**src/rtl/core_csr_sys_sequencer.sv**
```systemverilog
// SYSTEM-opcode sequencer: decodes one instruction at a time with privilege and CSR
// checks, then drives a CSR strobe, a flush-handshaked trap/xRET commit, or a WFI sleep.
module core_csr_sys_sequencer #(
   parameter int unsigned XLEN        = 32,
   parameter bit          SUPPORT_S   = 1'b1,
   parameter int unsigned SLEEP_CNT_W = 16
) (
   input  logic                   i_clk,
   input  logic                   i_rst_n,
   input  logic                   i_valid,
   output logic                   o_ready,
   input  logic [31:0]            i_instr,
   input  logic [1:0]             i_priv,
   input  logic                   i_tsr,
   input  logic                   i_tw,
   input  logic                   i_irq_pending,
   input  logic                   i_flush_ack,
   output logic                   o_csr_wen,
   output logic                   o_csr_ren,
   output logic [11:0]            o_csr_addr,
   output logic                   o_flush,
   output logic                   o_trap,
   output logic [3:0]             o_cause,
   output logic [XLEN-1:0]        o_tval,
   output logic                   o_mret,
   output logic                   o_sret,
   output logic                   o_wfi_sleep,
   output logic [SLEEP_CNT_W-1:0] o_sleep_cycles
);
   localparam logic [6:0]  OPC_SYSTEM   = 7'h73;
   localparam logic [31:0] INSTR_ECALL  = 32'h0000_0073;
   localparam logic [31:0] INSTR_EBREAK = 32'h0010_0073;
   localparam logic [31:0] INSTR_MRET   = 32'h3020_0073;
   localparam logic [31:0] INSTR_SRET   = 32'h1020_0073;
   localparam logic [31:0] INSTR_WFI    = 32'h1050_0073;
   localparam logic [3:0]  CAUSE_ILL    = 4'd2;
   localparam logic [3:0]  CAUSE_BRK    = 4'd3;

   typedef enum logic [2:0] {S_IDLE, S_CSR, S_FLUSH, S_COMMIT, S_SLEEP, S_WAKE} state_e;
   typedef enum logic [1:0] {OUT_TRAP, OUT_MRET, OUT_SRET} outcome_e;

   state_e                 state_q, state_d;
   outcome_e               outc_q, outc_d;
   logic [3:0]             pcause_q, pcause_d;
   logic [XLEN-1:0]        ptval_q, ptval_d;
   logic                   ready_q, ready_d;
   logic                   csr_wen_q, csr_wen_d;
   logic                   csr_ren_q, csr_ren_d;
   logic [11:0]            csr_addr_q, csr_addr_d;
   logic                   flush_q, flush_d;
   logic                   trap_q, trap_d;
   logic                   mret_q, mret_d;
   logic                   sret_q, sret_d;
   logic [3:0]             cause_q, cause_d;
   logic [XLEN-1:0]        tval_q, tval_d;
   logic                   sleep_q, sleep_d;
   logic [SLEEP_CNT_W-1:0] cnt_q, cnt_d;

   logic [2:0] f3;
   logic [1:0] csr_lvl;
   logic       is_sys, csr_wr, csr_rd;
   logic       dec_csr, dec_sleep, dec_illegal;
   outcome_e   dec_outc;
   logic [3:0] dec_cause;

   // Instruction decode with privilege / CSR access legality
   always_comb begin
      f3          = i_instr[14:12];
      csr_lvl     = i_instr[29:28];
      is_sys      = (i_instr[6:0] == OPC_SYSTEM);
      csr_wr      = (f3[1:0] == 2'b01) || (i_instr[19:15] != 5'd0);
      csr_rd      = !((f3[1:0] == 2'b01) && (i_instr[11:7] == 5'd0));
      dec_csr     = 1'b0;
      dec_sleep   = 1'b0;
      dec_illegal = 1'b0;
      dec_outc    = OUT_TRAP;
      dec_cause   = 4'd0;
      if (f3 == 3'b000) begin
         case (i_instr)
            INSTR_ECALL: begin
               case (i_priv)
                  2'b00:   dec_cause = 4'd8;
                  2'b01:   dec_cause = 4'd9;
                  default: dec_cause = 4'd11;
               endcase
            end
            INSTR_EBREAK: dec_cause = CAUSE_BRK;
            INSTR_MRET: begin
               if (i_priv != 2'b11) dec_illegal = 1'b1;
               else                 dec_outc    = OUT_MRET;
            end
            INSTR_SRET: begin
               if (!SUPPORT_S || (i_priv == 2'b00) || ((i_priv == 2'b01) && i_tsr))
                  dec_illegal = 1'b1;
               else
                  dec_outc = OUT_SRET;
            end
            INSTR_WFI: begin
               if (i_tw && (i_priv != 2'b11)) dec_illegal = 1'b1;
               else                           dec_sleep   = 1'b1;
            end
            default: dec_illegal = 1'b1;
         endcase
      end else if (f3 == 3'b100) begin
         dec_illegal = 1'b1;
      end else if ((csr_lvl > i_priv) || (csr_wr && (i_instr[31:30] == 2'b11)) ||
                   ((csr_lvl == 2'b01) && !SUPPORT_S)) begin
         dec_illegal = 1'b1;
      end else begin
         dec_csr = 1'b1;
      end
      if (dec_illegal) begin
         dec_outc  = OUT_TRAP;
         dec_cause = CAUSE_ILL;
      end
   end

   // Next-state and registered-output logic
   always_comb begin
      state_d    = state_q;
      outc_d     = outc_q;
      pcause_d   = pcause_q;
      ptval_d    = ptval_q;
      ready_d    = ready_q;
      csr_wen_d  = 1'b0;
      csr_ren_d  = 1'b0;
      csr_addr_d = csr_addr_q;
      flush_d    = flush_q;
      trap_d     = 1'b0;
      mret_d     = 1'b0;
      sret_d     = 1'b0;
      cause_d    = 4'd0;
      tval_d     = '0;
      sleep_d    = sleep_q;
      cnt_d      = cnt_q;
      case (state_q)
         S_IDLE: begin
            if (i_valid && is_sys) begin
               ready_d = 1'b0;
               if (dec_csr) begin
                  state_d    = S_CSR;
                  csr_wen_d  = csr_wr;
                  csr_ren_d  = csr_rd;
                  csr_addr_d = i_instr[31:20];
               end else if (dec_sleep) begin
                  state_d = S_SLEEP;
                  sleep_d = 1'b1;
                  cnt_d   = '0;
               end else begin
                  state_d  = S_FLUSH;
                  flush_d  = 1'b1;
                  outc_d   = dec_outc;
                  pcause_d = dec_cause;
                  ptval_d  = dec_illegal ? XLEN'(i_instr) : '0;
               end
            end
         end
         S_CSR: begin
            state_d = S_IDLE;
            ready_d = 1'b1;
         end
         S_FLUSH: begin
            if (i_flush_ack) begin
               state_d = S_COMMIT;
               flush_d = 1'b0;
               trap_d  = (outc_q == OUT_TRAP);
               mret_d  = (outc_q == OUT_MRET);
               sret_d  = (outc_q == OUT_SRET);
               cause_d = pcause_q;
               tval_d  = ptval_q;
            end
         end
         S_COMMIT: begin
            state_d = S_IDLE;
            ready_d = 1'b1;
         end
         S_SLEEP: begin
            cnt_d = (cnt_q == {SLEEP_CNT_W{1'b1}}) ? cnt_q : cnt_q + SLEEP_CNT_W'(1);
            if (i_irq_pending) begin
               state_d = S_WAKE;
               sleep_d = 1'b0;
            end
         end
         S_WAKE: begin
            state_d = S_IDLE;
            ready_d = 1'b1;
         end
         default: begin
            state_d = S_IDLE;
            ready_d = 1'b1;
            flush_d = 1'b0;
            sleep_d = 1'b0;
         end
      endcase
   end

   always_ff @(posedge i_clk or negedge i_rst_n) begin
      if (!i_rst_n) begin
         state_q    <= S_IDLE;
         outc_q     <= OUT_TRAP;
         pcause_q   <= 4'd0;
         ptval_q    <= '0;
         ready_q    <= 1'b1;
         csr_wen_q  <= 1'b0;
         csr_ren_q  <= 1'b0;
         csr_addr_q <= 12'd0;
         flush_q    <= 1'b0;
         trap_q     <= 1'b0;
         mret_q     <= 1'b0;
         sret_q     <= 1'b0;
         cause_q    <= 4'd0;
         tval_q     <= '0;
         sleep_q    <= 1'b0;
         cnt_q      <= '0;
      end else begin
         state_q    <= state_d;
         outc_q     <= outc_d;
         pcause_q   <= pcause_d;
         ptval_q    <= ptval_d;
         ready_q    <= ready_d;
         csr_wen_q  <= csr_wen_d;
         csr_ren_q  <= csr_ren_d;
         csr_addr_q <= csr_addr_d;
         flush_q    <= flush_d;
         trap_q     <= trap_d;
         mret_q     <= mret_d;
         sret_q     <= sret_d;
         cause_q    <= cause_d;
         tval_q     <= tval_d;
         sleep_q    <= sleep_d;
         cnt_q      <= cnt_d;
      end
   end

   assign o_ready        = ready_q;
   assign o_csr_wen      = csr_wen_q;
   assign o_csr_ren      = csr_ren_q;
   assign o_csr_addr     = csr_addr_q;
   assign o_flush        = flush_q;
   assign o_trap         = trap_q;
   assign o_cause        = cause_q;
   assign o_tval         = tval_q;
   assign o_mret         = mret_q;
   assign o_sret         = sret_q;
   assign o_wfi_sleep    = sleep_q;
   assign o_sleep_cycles = cnt_q;

endmodule

```
**config.mk**
```make
export PLATFORM = sky130hd
export DESIGN_NAME = core_csr_sys_sequencer
export DESIGN_NICKNAME = d
export VERILOG_FILES = /design/src/rtl/core_csr_sys_sequencer.sv
export SDC_FILE = /design/constraint.sdc
export NUM_CORES = 1
export LEC_CHECK = 0
export CORE_MARGIN = 5
export CORE_UTILIZATION = 50
export CTS_CLUSTER_SIZE = 24
export DETAILED_ROUTE_END_ITERATION = 10
export MAX_ROUTING_LAYER = met4
export PLACE_DENSITY = 0.8
export SLEW_MARGIN = 20
export SYNTH_ARGS = -nofsm -noshare
export SYNTH_HDL_FRONTEND = slang
export SYNTH_SLANG_ARGS = --single-unit
```
**constraint.sdc**
```tcl
create_clock -name i_clk -period 2.45 [get_ports i_clk]
set_input_delay 0.245 -clock i_clk [delete_from_list [all_inputs] [get_ports i_clk]]
set_output_delay 0.245 -clock i_clk [all_outputs]
set_load 0.05 [all_outputs]
```
==> impl_results.md <==
* Post-synth EDFFs at 0
* Area Overhead vs Synth at 38.1%
* Final Util at between 70% and 80%
* DR vias/cell at around 5.6
* WP data required at roughly 2.7 ns
* Pre-CTS setup slack at -0.257 ns
* Maximum VDD drop at 0.000302 V
* Worst path arrival time at around 2.6 ns
* Root Driver: clkbuf_8
* Cell area after synthesis at approximately 4900 µm²
* Antenna Cells at 0
* Endpoints failing hold at 0
* Share of post-route cells with drive strength above 1 at between 20% and 30%
* Clock Sinks at 111
* Register area share after synthesis at approximately 56%
* Mapped Avg Cell Area at 11.7 µm²
* Clock buffer depth at 2
* Total negative slack at 0 ns
* Fin crit period at roughly 2.3 ns
* Detail Placement HPWL at about 9500 µm
* Post-route DRC violation count at 0
* Final Max Tran Viols at 0
* Die ar. at 11900 µm²
* Worst rel slew slack at between 50% and 60%
* Global routing met1 resource utilization at between 30% and 40%
* Total Wirelength at between 10000 and 15000 µm
* Status: finished, final reports clean
* Power Density at between 500 and 600 nW/µm²
* Met2 Use GR at a little over a third
* Crit path cell chain: clkdlybuf4s50_1 -> or4_4 -> nor4b_4 -> buf_4 -> nand4_2 -> buf_4 -> a21oi_1 -> o221ai_1
* Crit-path slowest cell: or4_4
* Syn nets at between 400 and 500
* Number of global-route vias before repair at 4070
* Buffers on Ports at between 100 and 150
* Iteration-0 DRC Markers at 300
* Initial core utilization at 50.9%
* PnR worst setup slack at between 0.1 and 0.15 ns
* Worst setup SP type: primary input
* Routed Antenna Nets at 0
* Final Cell Area at about 6800 µm²
* Ys Warns at 0
* Synthesized instance count at between 400 and 500
* Pleak at approximately 0.003 µW
* Post-synthesis cell type count at 63
* Chip height at ~110 µm
* Worst min path class: primary input to async pin
* Max Freq at roughly 430 MHz
* Power Total at ~3600 µW
* Crit path largest cell delay at 0.58 ns
* Post-CTS setup buffer count at 0
* # fillers at around 700
* Total GRT Usage at a little under a quarter
* Clock transition at path regs at around 0.11 ns
* Ys async rst share at 100%
* Placeable Area at roughly 9700 µm²
* Dpl cell area at between 6000 and 7000 µm²
* First-pass GRT wire length at around 21000 µm
* Count of endpoints failing setup in the final report at 0
* Num CTS Buffers at 9
* Final #Nets at 626
* Met3 Use GR at under 10%
* Multi-input logic area at approximately 2000 µm²
* Site Rows at 36
* CTS H-Tree Depth at 3
* Largest net degree at the start of global routing at between 50 and 60
* Reg area at 2780 µm²
* Slew @ Worst Pin at 0.695 ns
* Global placer's final weighted congestion at approximately 0.92
* Initial antenna violation count at 0
* Top FF cell, synth: dfrtp_1
* Vias at between 4000 and 5000
* CP Max Fanout at 8
* Initial DRT Pass Iterations at 5
* Worst clock skew at 0.00975 ns
* IO Pins at around 110
* Skew-Pair Late Insertion Delay at around 0.37 ns
* Maximum Capacitance Violations at 0
* Wire per inst at 17.6 µm
* Final period util at 94.1%
* RSZ-0062 raised after global routing: false
* Gr ovfl total at 0
* Synth Register Bits at between 100 and 150
* Crit. End Element: register
* Die W at 109 µm
* CTS tree: done
* Reg2Reg Depth at 6
* Worst Setup Path Type: primary input to register
* CP most frequent cell: buf_4
* Busiest grt layer: met2
[final cells by class]
type                    count  area share (%)
inverters                  20            1.10
flip-flops and latches    111            40.9
well taps                 133            2.45
clock buffers              10            2.02
clock inverters             6           0.994
repair buffers            172            23.4
multi-input cells         268            29.1
[sequential cells by signal, indices dropped and copies added (netlist names)]
name / cells
o_flush: 1
ptval_q: 32
o_sret: 1
o_ready: 1
o_csr_wen: 1
state_q: 3
o_wfi_sleep: 1
o_trap: 1
o_csr_addr: 12
outc_q: 2
o_sleep_cycles: 16
o_csr_ren: 1
o_cause: 3
o_mret: 1
o_tval: 32
pcause_q: 3
[synthesized netlist by cell type, drive strengths merged (7+ instances only)]
cell type,count,area share [%]
inv,20,1.5
nor2,8,0.61
a21oi,13,1.3
nand3,9,1.0
nand2,14,1.1
o21ai,21,2.1
nor3,8,0.81
nor4,11,2.0
clkbuf,14,1.1
mux2,32,7.5
and2,40,5.1
mux2i,10,2.0
nand4,15,2.2
a31oi,7,0.89
o21bai,8,1.2
dfrtp,110,56
buf,7,1.2
[routing by layer]
metal / vias to the layer above / share of wire (%)
met2: 176 / 49
met4: 0 / 1.6
li1: 1832 / -
met1: 1976 / 43
met3: 23 / 6.1
met5: - / 0
[cell families (layout without fill, tap and decap cells)]
logic type / after synthesis / count (layout) / synth area share [%]
and+or+nand+nor: 138 / 138 / 17.9
DFF: 111 / 111 / 56.4
AOI/OAI and AO/OA: 83 / 83 / 11.3
muxes: 42 / 42 / 9.58
buffers and inverters: 41 / 208 / 3.76
adders and majority gates: 3 / 3 / 0.762
other: 1 / 1 / 0.0761
xor gates and xnor gates: 1 / 1 / 0.178
[per-stage QoR]
| step | instances | hold WS [ns] |
|---|---|---|
| floorplan | 420 | -0.0506 |
| global placement | 703 | 0.317 |
| detailed placement | 703 | 0.327 |
| CTS | 720 | 0.471 |
| global route | 720 | 0.492 |
| finish | 720 | 0.437 |
[layout by cell type, fill, tap and decap left out, types with 3 or more instances in the layout]
cell	instances
clkdlybuf4s50_1	110
dfrtp_1	110
buf_4	59
and2_1	40
mux2_2	29
inv_1	20
o21ai_0	17
nand2_1	14
a21oi_1	13
nand4_1	13
mux2i_1	10
clkbuf_8	10
nand3_1	8
o21bai_1	8
nor2_1	8
nor3_1	8
a31oi_1	7
or3_1	6
nor2b_1	5
nor4_1	5
nor4_2	5
and3_1	4
o21ai_1	4
a211oi_1	4
nand2b_1	3
o31ai_1	3
o21a_1	3
o41ai_1	3
mux2_4	3
o221ai_1	3
a21o_2	3
ha_1	3
[path summary, 6_finish.rpt]
| kind | slack (ns) | from | to |
|---|---|---|---|
| worst max-delay path | 0.14 | i_instr[8] | o_sleep_cycles[6] |
| worst min-delay path | 0.44 | i_rst_n | o_tval[26] |
| min in group i_clk | 0.48 | ptval_q[14] | o_tval[14] |
| worst max register to register | 0.23 | state_q[1] | ptval_q[26] |
| worst min register to register | 0.48 | ptval_q[14] | o_tval[14] |
| max in group asynchronous | 1.22 | i_rst_n | o_ready |
[critical path, delay by kind of cell]
family | cells | cell delay, ns
compound gates | 2 | 0.39
buf+inv | 3 | 0.83
simple gates | 3 | 1.08
[timing repair]
item,4_1_cts,5_1_grt
setup endpoints to repair,0,4
hold endpoints to repair,49,0
resized for setup,0,3
hold buffers,1,0
[power breakdown]
part,switching [µW],internal [µW]
Combinational,286,217
Clock,621,509
Sequential,35.1,1900
(Power assumes the default switching activity.)
